## src/rtl/router_pkg.sv

```systemverilog
// Shared framing definitions for the router link: sync byte, header field
// positions, payload length and the encap/decap FSM state encoding.
package router_pkg;

  localparam logic [7:0] SYNC_BYTE     = 8'hA5;
  localparam int         SYNC_MSB      = 63;
  localparam int         SYNC_LSB      = 56;
  localparam int         DST_MSB       = 18;
  localparam int         DST_LSB       = 9;
  localparam int         HDR_MSB       = 8;
  localparam int         HDR_LSB       = 0;
  localparam int         PAYLOAD_WORDS = 17;

  typedef enum logic [1:0] {
    IDLE = 2'd0,
    RUN  = 2'd1,
    DONE = 2'd2
  } frame_state_t;

endpackage

```

## src/rtl/pkt_decap_xor_accum.sv

```systemverilog
// Running XOR over link words with synchronous clear and enable; produces the
// frame trailer on the transmit side and the expected trailer on receive.
module xor_accum #(
  parameter int WIDTH = 64
) (
  input  logic             clk,
  input  logic             rst_n,
  input  logic             clear,
  input  logic             en,
  input  logic [WIDTH-1:0] din,
  output logic [WIDTH-1:0] acc
);

  always_ff @(posedge clk or negedge rst_n) begin
    if (!rst_n) begin
      acc <= '0;
    end else if (clear) begin
      acc <= '0;
    end else if (en) begin
      acc <= acc ^ din;
    end
  end

endmodule

```

## src/rtl/pkt_decap.sv

```systemverilog
// Receive-side frame decapsulator: drains one fixed-length Aurora frame from
// the output-port FIFO, checks sync and XOR trailer, and reports the payload.
module pkt_decap
  import router_pkg::*;
#(
  parameter int DATA_WIDTH        = 1024,
  parameter int ADDR_WIDTH        = 10,
  parameter int DATA_DFX_WIDTH    = DATA_WIDTH + ADDR_WIDTH,
  parameter int AURORA_DATA_WIDTH = 64,
  parameter int NUMBER_PACKET     = 19
) (
  input  logic                         clk,
  input  logic                         rst_n,
  input  logic                         start_decap_pkt,
  input  logic                         empty_output_port_0,
  input  logic [AURORA_DATA_WIDTH-1:0] fifo_rd_data,
  output logic                         rd_output_port_0,
  output logic                         busy,
  output logic                         done_decap_pkt,
  output logic [8:0]                   header_pkt_recv,
  output logic [ADDR_WIDTH-1:0]        dst_addr_arbiter_recv,
  output logic [DATA_DFX_WIDTH-1:0]    data_dfx_recv,
  output logic                         frame_err
);

  localparam logic [4:0] FRAME_WORDS  = 5'(NUMBER_PACKET);
  localparam logic [4:0] PAYLOAD_LAST = 5'(PAYLOAD_WORDS);
  localparam int         TAIL_LSB     = (PAYLOAD_WORDS - 1) * AURORA_DATA_WIDTH;
  localparam int         TAIL_BITS    = DATA_DFX_WIDTH - TAIL_LSB;

  frame_state_t                  state;
  logic [4:0]                    issue_cnt;
  logic [4:0]                    cap_idx;
  logic                          cap_vld;
  logic                          err_acc;
  logic [8:0]                    hdr_shadow;
  logic [ADDR_WIDTH-1:0]         dst_shadow;
  logic [DATA_DFX_WIDTH-1:0]     pay_shadow;
  logic [AURORA_DATA_WIDTH-1:0]  xor_val;
  logic [10:0]                   slice_base;
  logic                          xor_clear;
  logic                          xor_en;

  assign rd_output_port_0 = (state == RUN) && !empty_output_port_0 && (issue_cnt < FRAME_WORDS);
  assign busy             = (state != IDLE);
  assign slice_base       = 11'(cap_idx - 5'd1) * 11'(AURORA_DATA_WIDTH);
  assign xor_clear        = (state == IDLE) && start_decap_pkt;
  assign xor_en           = cap_vld && (cap_idx != 5'd0) && (cap_idx <= PAYLOAD_LAST);

  xor_accum #(
    .WIDTH (AURORA_DATA_WIDTH)
  ) u_xor_accum (
    .clk   (clk),
    .rst_n (rst_n),
    .clear (xor_clear),
    .en    (xor_en),
    .din   (fifo_rd_data),
    .acc   (xor_val)
  );

  // Fields are gathered in shadow registers and published together on the
  // trailer word, so a stalled or aborted frame never exposes partial data.
  always_ff @(posedge clk or negedge rst_n) begin
    if (!rst_n) begin
      state                 <= IDLE;
      issue_cnt             <= '0;
      cap_idx               <= '0;
      cap_vld               <= 1'b0;
      err_acc               <= 1'b0;
      hdr_shadow            <= '0;
      dst_shadow            <= '0;
      pay_shadow            <= '0;
      done_decap_pkt        <= 1'b0;
      header_pkt_recv       <= '0;
      dst_addr_arbiter_recv <= '0;
      data_dfx_recv         <= '0;
      frame_err             <= 1'b0;
    end else begin
      cap_vld        <= rd_output_port_0;
      done_decap_pkt <= 1'b0;
      case (state)
        IDLE: begin
          if (start_decap_pkt) begin
            state                 <= RUN;
            issue_cnt             <= '0;
            cap_idx               <= '0;
            err_acc               <= 1'b0;
            header_pkt_recv       <= '0;
            dst_addr_arbiter_recv <= '0;
            data_dfx_recv         <= '0;
            frame_err             <= 1'b0;
          end
        end
        RUN: begin
          if (rd_output_port_0) begin
            issue_cnt <= issue_cnt + 5'd1;
          end
          if (cap_vld) begin
            cap_idx <= cap_idx + 5'd1;
            if (cap_idx == 5'd0) begin
              hdr_shadow <= fifo_rd_data[HDR_MSB:HDR_LSB];
              dst_shadow <= fifo_rd_data[DST_MSB:DST_LSB];
              if (fifo_rd_data[SYNC_MSB:SYNC_LSB] != SYNC_BYTE) begin
                err_acc <= 1'b1;
              end
            end else if (cap_idx < PAYLOAD_LAST) begin
              pay_shadow[slice_base +: AURORA_DATA_WIDTH] <= fifo_rd_data;
            end else if (cap_idx == PAYLOAD_LAST) begin
              pay_shadow[DATA_DFX_WIDTH-1:TAIL_LSB] <= fifo_rd_data[TAIL_BITS-1:0];
            end else begin
              header_pkt_recv       <= hdr_shadow;
              dst_addr_arbiter_recv <= dst_shadow;
              data_dfx_recv         <= pay_shadow;
              frame_err             <= err_acc | (fifo_rd_data != xor_val);
              done_decap_pkt        <= 1'b1;
              state                 <= DONE;
            end
          end
        end
        DONE: begin
          state <= IDLE;
        end
        default: begin
          state <= IDLE;
        end
      endcase
    end
  end

endmodule

```

## config.mk

```make
export PLATFORM = sky130hd
export DESIGN_NAME = pkt_decap
export DESIGN_NICKNAME = d
export VERILOG_FILES = /design/src/rtl/router_pkg.sv /design/src/rtl/pkt_decap_xor_accum.sv /design/src/rtl/pkt_decap.sv
export SDC_FILE = /design/constraint.sdc
export NUM_CORES = 2
export LEC_CHECK = 0
export BUFFER_PORTS_ARGS = -buffer_cell sky130_fd_sc_hd__buf_2
export CORE_AREA = 5 5 434 436
export DETAILED_ROUTE_END_ITERATION = 10
export DIE_AREA = 0 0 439 441
export GPL_ROUTABILITY_DRIVEN = 0
export PLACE_DENSITY = 0.64
export SLEW_MARGIN = 5
export SYNTH_ARGS = -nofsm -noshare
export SYNTH_HDL_FRONTEND = slang
export SYNTH_SLANG_ARGS = --single-unit
```

## constraint.sdc

```tcl
create_clock -name clk -period 5.5 [get_ports clk]
set_input_delay 0.55 -clock clk [delete_from_list [all_inputs] [get_ports clk]]
set_output_delay 0.55 -clock clk [all_outputs]
set_load 0.005 [all_outputs]
```

==> summary.txt <==
SYNTH
-------------------------------------------------------------------------------------------
Fraction of registers with async set or reset after synthesis ................         100%
Distinct cells, synth ........................................................           57
Count of yosys warnings during synthesis .....................................            0
Number of storage elements in the synthesis netlist ..........................         2186
Average instance area after synthesis ........................................     15.1 µm²
Most used DFF post-synth .....................................................      dfrtp_1
Total standard cell area after synthesis .....................................    81800 µm²
Number of enable-type register cells in the synthesized netlist ..............            0
Sequential area share after synthesis ........................................        66.9%
Net count after synthesis ....................................................         5475
Count of mapped cells out of synthesis .......................................         5400

GLOBAL ROUTE
-------------------------------------------------------------------------------------------
Tot GR Track Use .............................................................        28.9%
Largest net degree at the start of global routing ............................          186
Initial antenna violation count ..............................................           53
Global-route wire length before repair .......................................    403000 µm
Via count of the first global-routing pass ...................................        52700
Total congestion overflow ....................................................            0

DIE
-------------------------------------------------------------------------------------------
Std-Cell Rows ................................................................          158
Full die area ................................................................   194000 µm²
Starting density of the core .................................................        44.4%
Die W ........................................................................       439 µm
Io pins ......................................................................         1125
Die Y-Extent .................................................................       441 µm
Core footprint ...............................................................   184000 µm²

DETAILED ROUTING
-------------------------------------------------------------------------------------------
Vias per std cell ............................................................         5.82
Post-route ant nets ..........................................................            0
Final routed wire length divided by cell count ...............................      31.3 µm
Number of detailed-route iterations in the first pass ........................            5
Number of design-rule violations left by the first detailed-router iteration .         4977
Via Count ....................................................................        53100
Drt drc ......................................................................            0
Total wirelength of the detailed-routed design ...............................    285000 µm

STA
-------------------------------------------------------------------------------------------
Finish-stage setup viols .....................................................            0
Setup repair after global routing missed its margin ..........................        false
Final worst path period share ................................................        88.1%
Crit path setup slack, layout ................................................     0.655 ns
Slew margin rel. .............................................................        20.6%
Worst slew pin tran ..........................................................      1.19 ns
Final hold violations ........................................................            0
Time the final worst path needs with I/O delays and setup ....................      4.84 ns
Maximum achievable frequency .................................................    0.206 GHz
Final Skew ...................................................................    0.0354 ns
Pins over their slew limit ...................................................            0
Post-route worst hold slack ..................................................     0.281 ns
Post-route setup TNS .........................................................         0 ns

PWR
-------------------------------------------------------------------------------------------
Switching power ..............................................................      18.5 mW
Pwr Total ....................................................................      56.1 mW
Flop pwr share ...............................................................        44.0%
Leak pwr .....................................................................      51.2 nW
P per Cell Area ..............................................................   571 nW/µm²
Internal power ...............................................................      37.7 mW
Part of the power in combinational logic .....................................        27.6%
Sw Share .....................................................................        32.9%
Peak supply drop .............................................................     0.325 mV
Fraction of power consumed by the clock network ..............................        28.4%

HOLD PATH
-------------------------------------------------------------------------------------------
Sink of the worst hold path .................................................. pay_shadow[801]
Worst hold stages ............................................................            3
Critical hold path startpoint ................................................ fifo_rd_data[33]
Path category of the worst min-delay check ...................................    in -> reg

PLACED DESIGN
-------------------------------------------------------------------------------------------
Placed wire-length estimate after detailed placement .........................    186000 µm
# placed instances ...........................................................         8690
Setup slack at placement .....................................................     0.700 ns
Dpl cell area ................................................................    90500 µm²
Total of buffers placed on input and output ports ............................         1124

LAYOUT
-------------------------------------------------------------------------------------------
Commonest non-fill, non-tap cell in the layout ...............................      dfrtp_1
Final core utilization .......................................................        53.4%
Post-route insts no fill .....................................................         9118
Final standard cell area without fillers .....................................    98300 µm²
Area added between synthesis and finish ......................................        20.3%
Nets@finish ..................................................................         6509
Fraction of final layout cells with drive strength greater than 1 ............        40.4%
Most frequent cells in the layout ............................................ dfrtp_1 (2186), buf_2 (1123), a22o_1 (1054)

CRITICAL PATH
-------------------------------------------------------------------------------------------
Highest net fanout along the worst path ......................................           33
Data arrival time at the worst-slack endpoint ................................      5.56 ns
Startpoint type of the worst setup path ......................................    flip-flop
Type of the setup path with the least slack ..................................   reg -> reg
Critical R2R Capture ......................................................... pay_shadow[892]
Required time at the endpoint of the critical path ...........................      6.21 ns
Worst-path cell with the longest stage delay .................................       nor3_2
Slack of the worst reg-to-reg path ...........................................      0.66 ns
Critical R2R Launch ..........................................................   cap_idx[0]
Kind of capture point of the worst setup path ................................    flip-flop
Cells on worst reg2reg path ..................................................            8
Highest cell delay on the worst timing path ..................................      1.01 ns
Worst-path cell chain ........................................................ inv_1 > ha_1 > xnor2_2 > xor2_1 > nor3_2 > nand3_4 > buf_12 > mux2_2

CLOCK NETWORK
-------------------------------------------------------------------------------------------
CTS Buf Count ................................................................          219
Total clock sinks ............................................................         2186
Root cell of the clock tree ..................................................    clkbuf_16
Clock-pin transition on the worst setup and hold timing paths ................      0.06 ns
CTS-repair resized insts .....................................................            0
CTS tree .....................................................................          yes
Worst skew pair latency ......................................................      0.86 ns
Count of H-tree levels built during CTS ......................................            4
Longest Clk Path Bufs ........................................................            3

FLOW RUN
-------------------------------------------------------------------------------------------
Count of max-cap constraint violations .......................................            0

STATUS
-------------------------------------------------------------------------------------------
Status ....................................................................... complete, no violations

[metal layers]
layer  vias up  GRT usage (%)  part of all wire, %
met3       533           5.95                  7.3
met2      2261           45.0                   47
li1      21900              -                    -
met4         6           15.8                  6.3
met1     28400           38.3                   40
met5         -              0                0.015
[flip-flops by register name, indices dropped and copies added (netlist names)]
register,count
data_dfx_recv,1034
state,2
err_acc,1
hdr_shadow,9
frame_err,1
pay_shadow,1034
cap_idx,5
cap_vld,1
header_pkt_recv,9
dst_addr_arbiter_recv,10
done_decap_pkt,1
issue_cnt,5
dst_shadow,10
u_xor_accum.acc,64
[critical path, delay by kind of cell, from the launching register on]
family                     cells  cell delay, ns
DFF                            1            0.80
adders and majority gates      1            0.38
muxes                          1            0.32
xor gates and xnor gates       2            0.63
buffers and inverters          2            0.72
and+or+nand+nor                2            1.82
[synth_stat cells (all sizes together) (7+ instances only)]
cell	instances	share of area (%)
nand2	11	0.050
o211ai	10	0.092
dfrtp	2186	67
xor2	126	1.3
mux2	1042	14
xnor2	10	0.12
buf	52	0.28
and2	207	1.6
a22o	1054	11
nor2	83	0.38
clkbuf	404	1.9
inv	7	0.032
ha	7	0.11
nand4	31	0.24
mux2i	13	0.16
nand3	87	0.56
nor4	13	0.099
[power groups by stage]
stage / Combinational, mW / Clock [mW] / Sequential (mW)
after floorplan: 8.81 / 0 / 24.0
after global placement: 15.3 / 0 / 24.6
after detailed placement: 15.6 / 0 / 24.8
after CTS: 15.6 / 16.2 / 24.6
after global routing: 16.6 / 16.9 / 25.2
final: 15.5 / 15.9 / 24.7
[what timing repair did]
item	in CTS	in global routing
hold buffers	3	0
setup buffers	0	0
hold endpoints to repair	90	0
[final cells by class]
cell class	instances	area, µm²
Fill cell	15400	85900
Tap cell	2480	3100
Antenna cell	21	52.6
Clock inverter	97	1370
Multi-Input combinational cell	2751	25400
Sequential cell	2186	54700
Timing Repair Buffer	1269	7250
Inverter	7	26.3
Clock buffer	307	6390
[worst max path at each step]
| stage | depth (start not counted) | end | startpoint | slack [ns] |
|---|---|---|---|---|
| finish | 8 | pay_shadow[892] | cap_idx[0] | 0.66 |
| global route | 8 | pay_shadow[929] | cap_idx[0] | 0.38 |
| CTS | 8 | pay_shadow[952] | cap_idx[0] | 0.67 |
| detailed placement | 8 | pay_shadow[933] | cap_idx[0] | 0.70 |
| global placement | 8 | pay_shadow[952] | cap_idx[0] | 0.91 |
| floorplan | 10 | pay_shadow[1003] | cap_idx[0] | 2.19 |
[cell families (layout without fill, tap and decap cells)]
group,after synthesis,in the layout,share of synthesized area [%]
xor+xnor,136,136,1.47
mux,1055,1055,14.5
buf+inv,463,1680,2.19
compound gates,1096,1096,11.7
other cells,0,21,0
fa+ha+maj,7,7,0.107
simple gates,457,457,3.12
flops,2186,2186,66.9
No activity file was read; power rests on OpenSTA's default activity.
